[src/rtl/mix_cols_engine.sv]
// mix_cols_engine: handshaked AES MixColumns / InvMixColumns unit.
// One 128-bit state is accepted, then COLS_PER_CYCLE columns are transformed in place per
// clock until all four are done; the result is held until downstream takes it.
module mix_cols_engine #(
  parameter int unsigned COLS_PER_CYCLE = 1
) (
  input  logic         clk,
  input  logic         rst,
  input  logic         in_valid,
  output logic         in_ready,
  input  logic [127:0] in_state,
  input  logic         in_inv,
  output logic         out_valid,
  input  logic         out_ready,
  output logic [127:0] out_state,
  output logic         busy
);

  if (!(COLS_PER_CYCLE == 1 || COLS_PER_CYCLE == 2 || COLS_PER_CYCLE == 4)) begin : gen_bad_cols
    $error("mix_cols_engine: COLS_PER_CYCLE must be 1, 2 or 4");
  end

  // Counter step and value of the final group; a step of 4 wraps to 0 in two bits.
  localparam logic [1:0] Step    = 2'(COLS_PER_CYCLE);
  localparam logic [1:0] LastCnt = 2'(4 - COLS_PER_CYCLE);

  typedef enum logic [1:0] {StIdle, StCalc, StDone} state_e;

  state_e       state_q;
  logic [127:0] work_q;
  logic [127:0] work_calc;
  logic [1:0]   cnt_q;
  logic         inv_q;
  logic         out_valid_q;
  logic         busy_q;
  logic         accept;

  // Multiply by 2 in GF(2^8) modulo 0x11B.
  function automatic logic [7:0] xtime(input logic [7:0] a);
    return {a[6:0], 1'b0} ^ (8'h1b & {8{a[7]}});
  endfunction

  // Multiply by a 4-bit constant; constant k collapses to a fixed XOR network.
  function automatic logic [7:0] mul_by(input logic [7:0] a, input logic [3:0] k);
    logic [7:0] x2;
    logic [7:0] x4;
    logic [7:0] x8;
    x2 = xtime(a);
    x4 = xtime(x2);
    x8 = xtime(x4);
    return ({8{k[0]}} & a) ^ ({8{k[1]}} & x2) ^ ({8{k[2]}} & x4) ^ ({8{k[3]}} & x8);
  endfunction

  // One column transform; byte 0 is the MSB byte of the column.
  function automatic logic [31:0] mix_col(input logic [31:0] col, input logic inv);
    logic [7:0]  s [4];
    logic [31:0] res;
    res = '0;
    for (int i = 0; i < 4; i++) begin
      s[i] = col[31 - 8 * i -: 8];
    end
    for (int i = 0; i < 4; i++) begin
      logic [7:0] fwd;
      logic [7:0] bwd;
      fwd = mul_by(s[i], 4'd2) ^ mul_by(s[(i + 1) % 4], 4'd3) ^ s[(i + 2) % 4] ^ s[(i + 3) % 4];
      bwd = mul_by(s[i], 4'd14) ^ mul_by(s[(i + 1) % 4], 4'd11) ^
            mul_by(s[(i + 2) % 4], 4'd13) ^ mul_by(s[(i + 3) % 4], 4'd9);
      res[31 - 8 * i -: 8] = inv ? bwd : fwd;
    end
    return res;
  endfunction

  assign in_ready  = ~rst & ((state_q == StIdle) | ((state_q == StDone) & out_ready));
  assign accept    = in_valid & in_ready;
  assign out_valid = out_valid_q;
  assign out_state = work_q;
  assign busy      = busy_q;

  // Work register with the current column group replaced by its transformed value.
  always_comb begin
    work_calc = work_q;
    for (int g = 0; g < int'(COLS_PER_CYCLE) && g < 4; g++) begin
      logic [1:0] idx;
      idx = cnt_q + 2'(g);
      work_calc[(3 - int'(idx)) * 32 +: 32] = mix_col(work_q[(3 - int'(idx)) * 32 +: 32], inv_q);
    end
  end

  // Control FSM with registered out_valid/busy and the in-place work register.
  always_ff @(posedge clk) begin
    if (rst) begin
      state_q     <= StIdle;
      work_q      <= '0;
      cnt_q       <= '0;
      inv_q       <= 1'b0;
      out_valid_q <= 1'b0;
      busy_q      <= 1'b0;
    end else begin
      unique case (state_q)
        StIdle: begin
          if (accept) begin
            work_q  <= in_state;
            inv_q   <= in_inv;
            cnt_q   <= '0;
            busy_q  <= 1'b1;
            state_q <= StCalc;
          end
        end
        StCalc: begin
          work_q <= work_calc;
          cnt_q  <= cnt_q + Step;
          if (cnt_q == LastCnt) begin
            out_valid_q <= 1'b1;
            state_q     <= StDone;
          end
        end
        StDone: begin
          if (out_ready) begin
            out_valid_q <= 1'b0;
            if (accept) begin
              // Result handshake and next accept share this edge.
              work_q  <= in_state;
              inv_q   <= in_inv;
              cnt_q   <= '0;
              state_q <= StCalc;
            end else begin
              busy_q  <= 1'b0;
              state_q <= StIdle;
            end
          end
        end
        default: state_q <= StIdle;
      endcase
    end
  end

endmodule

[config.mk]
export PLATFORM = sky130hd
export DESIGN_NAME = mix_cols_engine
export DESIGN_NICKNAME = d
export VERILOG_FILES = /design/src/rtl/mix_cols_engine.sv
export SDC_FILE = /design/constraint.sdc
export NUM_CORES = 1
export LEC_CHECK = 0
export ABC_AREA = 1
export CAP_MARGIN = 0
export CORE_MARGIN = 8
export CORE_UTILIZATION = 42
export DETAILED_ROUTE_END_ITERATION = 8
export GPL_TIMING_DRIVEN = 0
export HOLD_SLACK_MARGIN = 0.12
export PLACE_DENSITY = 0.65
export SETUP_SLACK_MARGIN = 0.1
export SLEW_MARGIN = 0
export SYNTH_ARGS = -nofsm -noshare
export SYNTH_HDL_FRONTEND = slang
export SYNTH_SLANG_ARGS = --single-unit
[constraint.sdc]
create_clock -name clk -period 6.6 [get_ports clk]
set_input_delay 0.99 -clock clk [delete_from_list [all_inputs] [get_ports clk]]
set_output_delay 0.99 -clock clk [all_outputs]
set_load 0.01 [all_outputs]
==> flow_summary.ini, run 1 <==
[setup_path]
timing.reg2reg.setup_slack_ns = 2.75
timing.reg2reg.worst_path_depth = 18
setup_crit_path_kind = in -> reg
rr_endpoint = out_state[115]
critical_path.max_fanout = 10
startpoint_type = input pin
critPathArrivalTime_ns = 4.28
endpoint_kind = flop
worstReg2RegStart = cnt_q[1]
crit_required_ns = 6.92

[sta]
finalHoldViolCount = 0
worst-slew-pin-transition_ns = 0.9745
f_max_mhz = 252.4
skew_final_ns = 0.008107
setup_repair_after_global_routing_missed_its_margin = false
setup_viol = 0
final.setup.tns_ns = 0
fin_crit_sh_pct = 60.03
timing_max_transition_violations_final = 0
timing.max_slew.rel_slack_pct = 34.53
period_minus_slack_ns = 3.962

[logic_synthesis]
synth_enable_flop_cells = 0
post-synth-top-count-cell = sky130_fd_sc_hd__nand2_1
synthesis.area_sq_mm = 0.01335
post_synth_inst_count = 2300
synth.distinct_cells = 38
synthesis.nets = 2437
synth_top_cell_by_area = sky130_fd_sc_hd__nand2_1
yosysTopAreaCellShare_pct = 24.03
fraction_of_synthesis_flops_using_an_asynchronous_set_or_reset_pin_pct = 0
ys_seq_area_share_pct = 20.24
synthFlopType = sky130_fd_sc_hd__dfxtp_1
top_area_cells_in_the_synthesized_netlist = sky130_fd_sc_hd__nand2_1 24%, sky130_fd_sc_hd__dfxtp_1 20%, sky130_fd_sc_hd__nand3_1 9.4%, sky130_fd_sc_hd__a21oi_1 8.1%, sky130_fd_sc_hd__xor2_1 6.9%
post_synth.cell_area_avg_sq_um = 5.806
yosys-top-cells-count = 855 x sky130_fd_sc_hd__nand2_1, 250 x sky130_fd_sc_hd__nand3_1, 216 x sky130_fd_sc_hd__a21oi_1
synthesis.yosys.warnings = 0
ys_ff_latch = 135

[cts]
clk_root_buffer_cell = sky130_fd_sc_hd__clkbuf_16
postCtsResizedCells = 0
tritoncts = yes
cts.path.max_buffers = 2
number_of_buffers_added_by_the_clock_tree_synthesis_step = 17
cts_setup_buffers = 0
clock_insertion_delay_worst_skew_ns = 0.44
cts_hold_repair.buffers = 0
cts.sink_count = 135
total_number_of_h_tree_levels = 4
worst_setup_hold_path_clk_slew_ns = 0.06

[worst_hold_path]
hold_depth = 2
min_path_type = reg -> reg
min_delay_worst_endpoint = out_valid
hold_start = out_valid

[finish]
post_layout_cell_count = 2997
layout-drive-gt1-share_pct = 7.360
flow.area_growth_from_synthesis_pct = 27.63
antenna_cells_inserted = 0
design.final.nets = 2719

[global_routing]
first_global_vias = 16902
grt_antenna_before_repair = 0
global_route.overflow_total = 0
first_pass_grt_wire_length_um = 111300
grt_max_degree = 17
grt_util_all_layers_pct = 39.52

[placed_design]
io_buffers = 263
place_congestion = 1.070
placedCellCount = 2965
dpl.hpwl_um = 63140

[die]
dieWidth_um = 194.3
die-area_sq_mm = 0.03775
core_area_sq_mm = 0.03147
io_pins = 264
dieHeight_um = 194.3
initial_cell_density_of_the_core_pct = 42.42
std_cell_rows = 65

[pwr]
max-vdd-ir-drop_v = 0.0002032
power_density_mw_per_mm2 = 324.1
power.static_leakage_uw = 0.007688

[job]
drv.max_cap_violation_count = 0

[routing]
wl_per_cell_um = 25.92
routed-via-count = 18022
wl_um = 77680
drcViolationCount = 0
drt_iter0_markers = 2278
post_drt_via_cell_ratio = 6.013
ant_nets = 0
first_pass_iters = 6

[status]
status = finished clean
-- area by class of cell --
class,instances,area (sq um)
well taps,402,503.0
clock inverters,14,125.1
fillers,3165,14430
clock buffers,18,429.2
multi-input cells,1943,9663
flip-flops and latches,135,2703
inverters,107,401.6
plain buffers,115,585.6
repair buffers,263,2633
-- cells in the final DEF, fill, tap and decap left out, types with 2 or more instances in the layout --
master                              n
sky130_fd_sc_hd__a21o_1             2
sky130_fd_sc_hd__a21oi_1          216
sky130_fd_sc_hd__buf_1              7
sky130_fd_sc_hd__buf_2             15
sky130_fd_sc_hd__buf_4             12
sky130_fd_sc_hd__buf_6             12
sky130_fd_sc_hd__clkbuf_1          70
sky130_fd_sc_hd__clkbuf_16         17
sky130_fd_sc_hd__clkdlybuf4s50_1  263
sky130_fd_sc_hd__clkinv_1           2
sky130_fd_sc_hd__clkinv_2           4
sky130_fd_sc_hd__clkinv_4           3
sky130_fd_sc_hd__clkinvlp_4         3
sky130_fd_sc_hd__dfxtp_1          135
sky130_fd_sc_hd__ha_1               4
sky130_fd_sc_hd__inv_1             93
sky130_fd_sc_hd__inv_2             12
sky130_fd_sc_hd__inv_6              3
sky130_fd_sc_hd__nand2_1          855
sky130_fd_sc_hd__nand2_2           61
sky130_fd_sc_hd__nand2_4           13
sky130_fd_sc_hd__nand3_1          250
sky130_fd_sc_hd__nand3_2            6
sky130_fd_sc_hd__nand3b_1           5
sky130_fd_sc_hd__nand4_1           48
sky130_fd_sc_hd__nor2_1           122
sky130_fd_sc_hd__nor2_2             8
sky130_fd_sc_hd__nor3_1             4
sky130_fd_sc_hd__o21a_1             5
sky130_fd_sc_hd__o21ai_0          138
sky130_fd_sc_hd__o21ai_1            7
sky130_fd_sc_hd__o21bai_1           2
sky130_fd_sc_hd__or2_1              8
sky130_fd_sc_hd__or2_2              7
sky130_fd_sc_hd__xnor2_1           59
sky130_fd_sc_hd__xnor2_2            4
sky130_fd_sc_hd__xnor2_4            4
sky130_fd_sc_hd__xor2_1           105
sky130_fd_sc_hd__xor2_2             5
-- metal layers --
metal,vias to the layer above,global-route usage (%),part of all wire [%]
li1,8064,-,-
met1,8161,45.94,36
met2,1455,60.47,42
met3,342,11.49,13
met4,0,31.09,8.9
met5,-,0,0
-- flip-flops by register name, summed over array words and instances, names as in the netlist --
signal     cells
out_state    128
state_q        2
inv_q          1
busy           1
cnt_q          2
out_valid      1
-- power by group --
| group | switching [uW] | leakage (uW) | internal [uW] |
|---|---|---|---|
| Combinational | 2410 | 0.00631 | 1130 |
| Clock | 415 | 0.000267 | 520 |
| Sequential | 139 | 0.00112 | 905 |
-- logic make-up after synthesis --
family                     after synthesis  share of synthesized area (%)
xor gates and xnor gates               177                          12.68
AOI/OAI and AO/OA                      373                          14.22
adders and majority gates                4                         0.3748
buffers and inverters                  222                          7.393
and+or+nand+nor                       1389                          45.09
DFF                                    135                          20.24
-- per-stage QoR --
stage	hold slack [ns]	total power, uW	util (%)	cell area [sq um]	setup slack [ns]
detailed placement	0.4601	4440	52.39	16490	2.480
global placement	0.4509	4400	52.39	16490	2.488
global route	0.4955	5792	54.15	17040	2.637
finish	0.4742	5524	54.15	17040	2.638
floorplan	0.4766	3174	-	13350	3.863
CTS	0.4732	5365	54.15	17040	2.908
-- worst max-delay path, cell delays in order --
cell and delay (ns):
sky130_fd_sc_hd__clkdlybuf4s50_1 0.59, sky130_fd_sc_hd__nor3_1 0.44, sky130_fd_sc_hd__nand2_1 0.31, sky130_fd_sc_hd__nand2_1 0.11
sky130_fd_sc_hd__o21ai_0 0.30, sky130_fd_sc_hd__nor2_1 0.50, sky130_fd_sc_hd__inv_1 0.26, sky130_fd_sc_hd__clkbuf_1 0.42
sky130_fd_sc_hd__a21oi_1 0.26, sky130_fd_sc_hd__a21oi_1 0.10
-- how the worst max path moves through the flow --
stage / start / end / slack [ns] / cells past startpoint
2_1_floorplan: out_ready / out_state[112] / 3.86 / 11
3_3_place_gp: rst / out_state[5] / 2.49 / 10
3_5_place_dp: rst / out_state[5] / 2.48 / 10
4_1_cts: rst / out_state[5] / 2.91 / 10
5_1_grt: cnt_q[1] / out_state[117] / 2.64 / 20
6_report: rst / out_state[24] / 2.64 / 10
(Power assumes the default switching activity.)
==> inputs of run 2 (changes only) <==
--- a/config.mk
+++ b/config.mk
@@ -12,7 +12,7 @@
 export DETAILED_ROUTE_END_ITERATION = 8
 export GPL_TIMING_DRIVEN = 0
 export HOLD_SLACK_MARGIN = 0.12
-export PLACE_DENSITY = 0.65
+export PLACE_DENSITY = 0.68
 export SETUP_SLACK_MARGIN = 0.1
 export SLEW_MARGIN = 0
 export SYNTH_ARGS = -nofsm -noshare
==> constraint.sdc (replaced) <==
create_clock -name clk -period 3.6 [get_ports clk]
set_input_delay 0.54 -clock clk [delete_from_list [all_inputs] [get_ports clk]]
set_output_delay 0.54 -clock clk [all_outputs]
set_load 0.01 [all_outputs]
==> run 2 against run 1 <==
Against the previous run:
- worst hold slack about the same
- combinational power up 85%
- clock power up 120%
==> flow_summary.ini, run 2 (same netlist as run 1, synthesis figures left out) <==
[routing]
drt_iter0_markers = 2419
routed-via-count = 17746
drcViolationCount = 0
first_pass_iters = 6
ant_nets = 0
post_drt_via_cell_ratio = 5.921
wl_per_cell_um = 25.74
wl_um = 77140

[cts]
total_number_of_h_tree_levels = 4
cts_setup_buffers = 0
number_of_buffers_added_by_the_clock_tree_synthesis_step = 17
tritoncts = yes
clock_insertion_delay_worst_skew_ns = 0.44
worst_setup_hold_path_clk_slew_ns = 0.06
cts.path.max_buffers = 2
cts.sink_count = 135
clk_root_buffer_cell = sky130_fd_sc_hd__clkbuf_16

[sta]
timing_max_transition_violations_final = 0
setup_viol = 0
setup_repair_after_global_routing_missed_its_margin = true
final.setup.tns_ns = 0
finalHoldViolCount = 0
period_minus_slack_ns = 3.488
f_max_mhz = 286.7
worst-slew-pin-transition_ns = 1.140
fin_crit_sh_pct = 96.89
skew_final_ns = 0.01493
timing.max_slew.rel_slack_pct = 23.23

[pwr]
max-vdd-ir-drop_v = 0.0003996
power.static_leakage_uw = 0.007777
power_density_mw_per_mm2 = 610.3

[worst_hold_path]
min_path_type = reg -> reg
hold_depth = 2
hold_start = out_valid
min_delay_worst_endpoint = out_valid

[job]
drv.max_cap_violation_count = 0

[setup_path]
cpMaxStageDelayCell = sky130_fd_sc_hd__o21ai_0
crit_chain = inv_2 -> buf_2 -> buf_4 -> nand2_1 -> nand2_1 -> nand2_1 -> nand2_4 -> nand2_1 -> nand2_1 -> o21ai_0 -> nand4_1 -> nor2_1 -> nor2_1 -> nor2_1
critical-path-max-stage-delay_ns = 0.95
critical-path-top-cell-by-count = sky130_fd_sc_hd__nand2_1
worstReg2RegStart = cnt_q[1]
rr_endpoint = out_state[36]
endpoint_kind = flop
timing.reg2reg.setup_slack_ns = 0.11
setup_crit_path_kind = reg -> reg
startpoint_type = flop
timing.reg2reg.worst_path_depth = 14
critPathArrivalTime_ns = 3.87
cp.depth = 14
crit_required_ns = 3.98
critical_path.max_fanout = 11
cp.buffers_inverters = 3
critPathTopFamily = simple AND/OR/NAND/NOR gates

[finish]
layout.cells.most_common = sky130_fd_sc_hd__nand2_1
design.final.nets = 2719
mostFrequentLayoutCells = 835 x sky130_fd_sc_hd__nand2_1, 263 x sky130_fd_sc_hd__clkdlybuf4s50_1, 248 x sky130_fd_sc_hd__nand3_1
largest_register_ffs = 128
flow.area_growth_from_synthesis_pct = 29.71
antenna_cells_inserted = 0
final_cell_area_sq_mm = 0.01732
fillCellCount = 3194
layout-drive-gt1-share_pct = 8.555

[status]
status = finished clean

[global_routing]
global_route.overflow_total = 0
grt_antenna_before_repair = 0
grt_util_all_layers_pct = 39.10
grt_max_degree = 17
first_pass_grt_wire_length_um = 110200
first_global_vias = 16491

[die]
io_pins = 264
std_cell_rows = 65
dieWidth_um = 194.3
core_area_sq_mm = 0.03147
dieHeight_um = 194.3
die-area_sq_mm = 0.03775
initial_cell_density_of_the_core_pct = 42.42

[placed_design]
dpl.hpwl_um = 62700
dpl-instance-area_sq_mm = 0.01649
place_congestion = 1.099
io_buffers = 263
==> run 2: cell types whose count changed in the layout (fill, tap and decap cells not counted), sizes merged <==
cell      previous run  this run
bufinv               1         6
clkbuf              87        89
clkinv               9         5
buf                 46        45
clkinvlp             3         1
==> run 2: cell type report <==
| class | instances | area, sq um | area share [%] |
|---|---|---|---|
| Clock buffer | 19 | 452.9 | 2.615 |
| Inverter | 107 | 401.6 | 2.319 |
| Clock inverter | 13 | 240.2 | 1.387 |
| Sequential cell | 135 | 2703 | 15.60 |
| Buffer | 115 | 589.3 | 3.402 |
| Multi-Input combinational cell | 1943 | 9798 | 56.57 |
| Timing Repair Buffer | 263 | 2633 | 15.20 |
| Tap cell | 402 | 503.0 | 2.904 |
==> run 2: per-stage QoR <==
stage	std cells	hold WS, ns	utilization (%)	total power, uW	worst slack [ns]
5_1_grt	2997	0.4847	55.03	11060	0.09735
3_3_place_gp	2965	0.4602	52.39	8038	-0.4176
6_report	2997	0.4743	55.03	10570	0.1120
3_5_place_dp	2965	0.4610	52.39	8126	-0.4412
2_1_floorplan	2300	0.4766	-	5819	1.084
4_1_cts	2997	0.4727	54.61	10220	0.1633
==> run 2: worst max path at each step <==
stage,slack (ns),end,from
after floorplan,1.08,out_state[112],cnt_q[0]
after global placement,-0.42,out_state[63],rst
after detailed placement,-0.44,out_state[63],rst
after CTS,0.16,out_state[115],cnt_q[1]
after global routing,0.1,out_state[54],rst
final,0.11,out_state[36],cnt_q[1]
==> run 2: layer usage <==
layer	share of wire, %	global-route usage (%)	routed length [um]
met1	37	46.91	28410
met2	43	60.23	33080
met3	12	10.93	9518
met4	8.0	26.68	6133
met5	0	0	0
==> run 2: where the power goes <==
part	total (uW)	leakage (uW)	switching (uW)	internal (uW)
combinational	6550	0.00633	4440	2110
sequential	1920	0.00112	265	1660
clock	2100	0.000334	751	1340
==> run 2: what timing repair did <==
action,4_1_cts,5_1_grt
resized for setup,2,39
setup endpoints to repair,4,36
gates cloned,0,0
pin swaps,0,0
hold buffers,0,0
endpoints found under the hold margin,0,0
==> run 2: tightest hold or removal path, cell delays in order, from the launching register on <==
cell                      delay [ns]
sky130_fd_sc_hd__dfxtp_1        0.32
sky130_fd_sc_hd__nand2_1        0.06
sky130_fd_sc_hd__a21oi_1        0.05
==> inputs of run 3 (changes only) <==
--- a/config.mk
+++ b/config.mk
@@ -9,6 +9,7 @@
 export CAP_MARGIN = 0
 export CORE_MARGIN = 8
 export CORE_UTILIZATION = 42
+export CTS_CLUSTER_SIZE = 10
 export DETAILED_ROUTE_END_ITERATION = 8
 export GPL_TIMING_DRIVEN = 0
 export HOLD_SLACK_MARGIN = 0.12
==> results of run 3 <==
The final DEF is identical to that of run 2; final timing and power are the same.
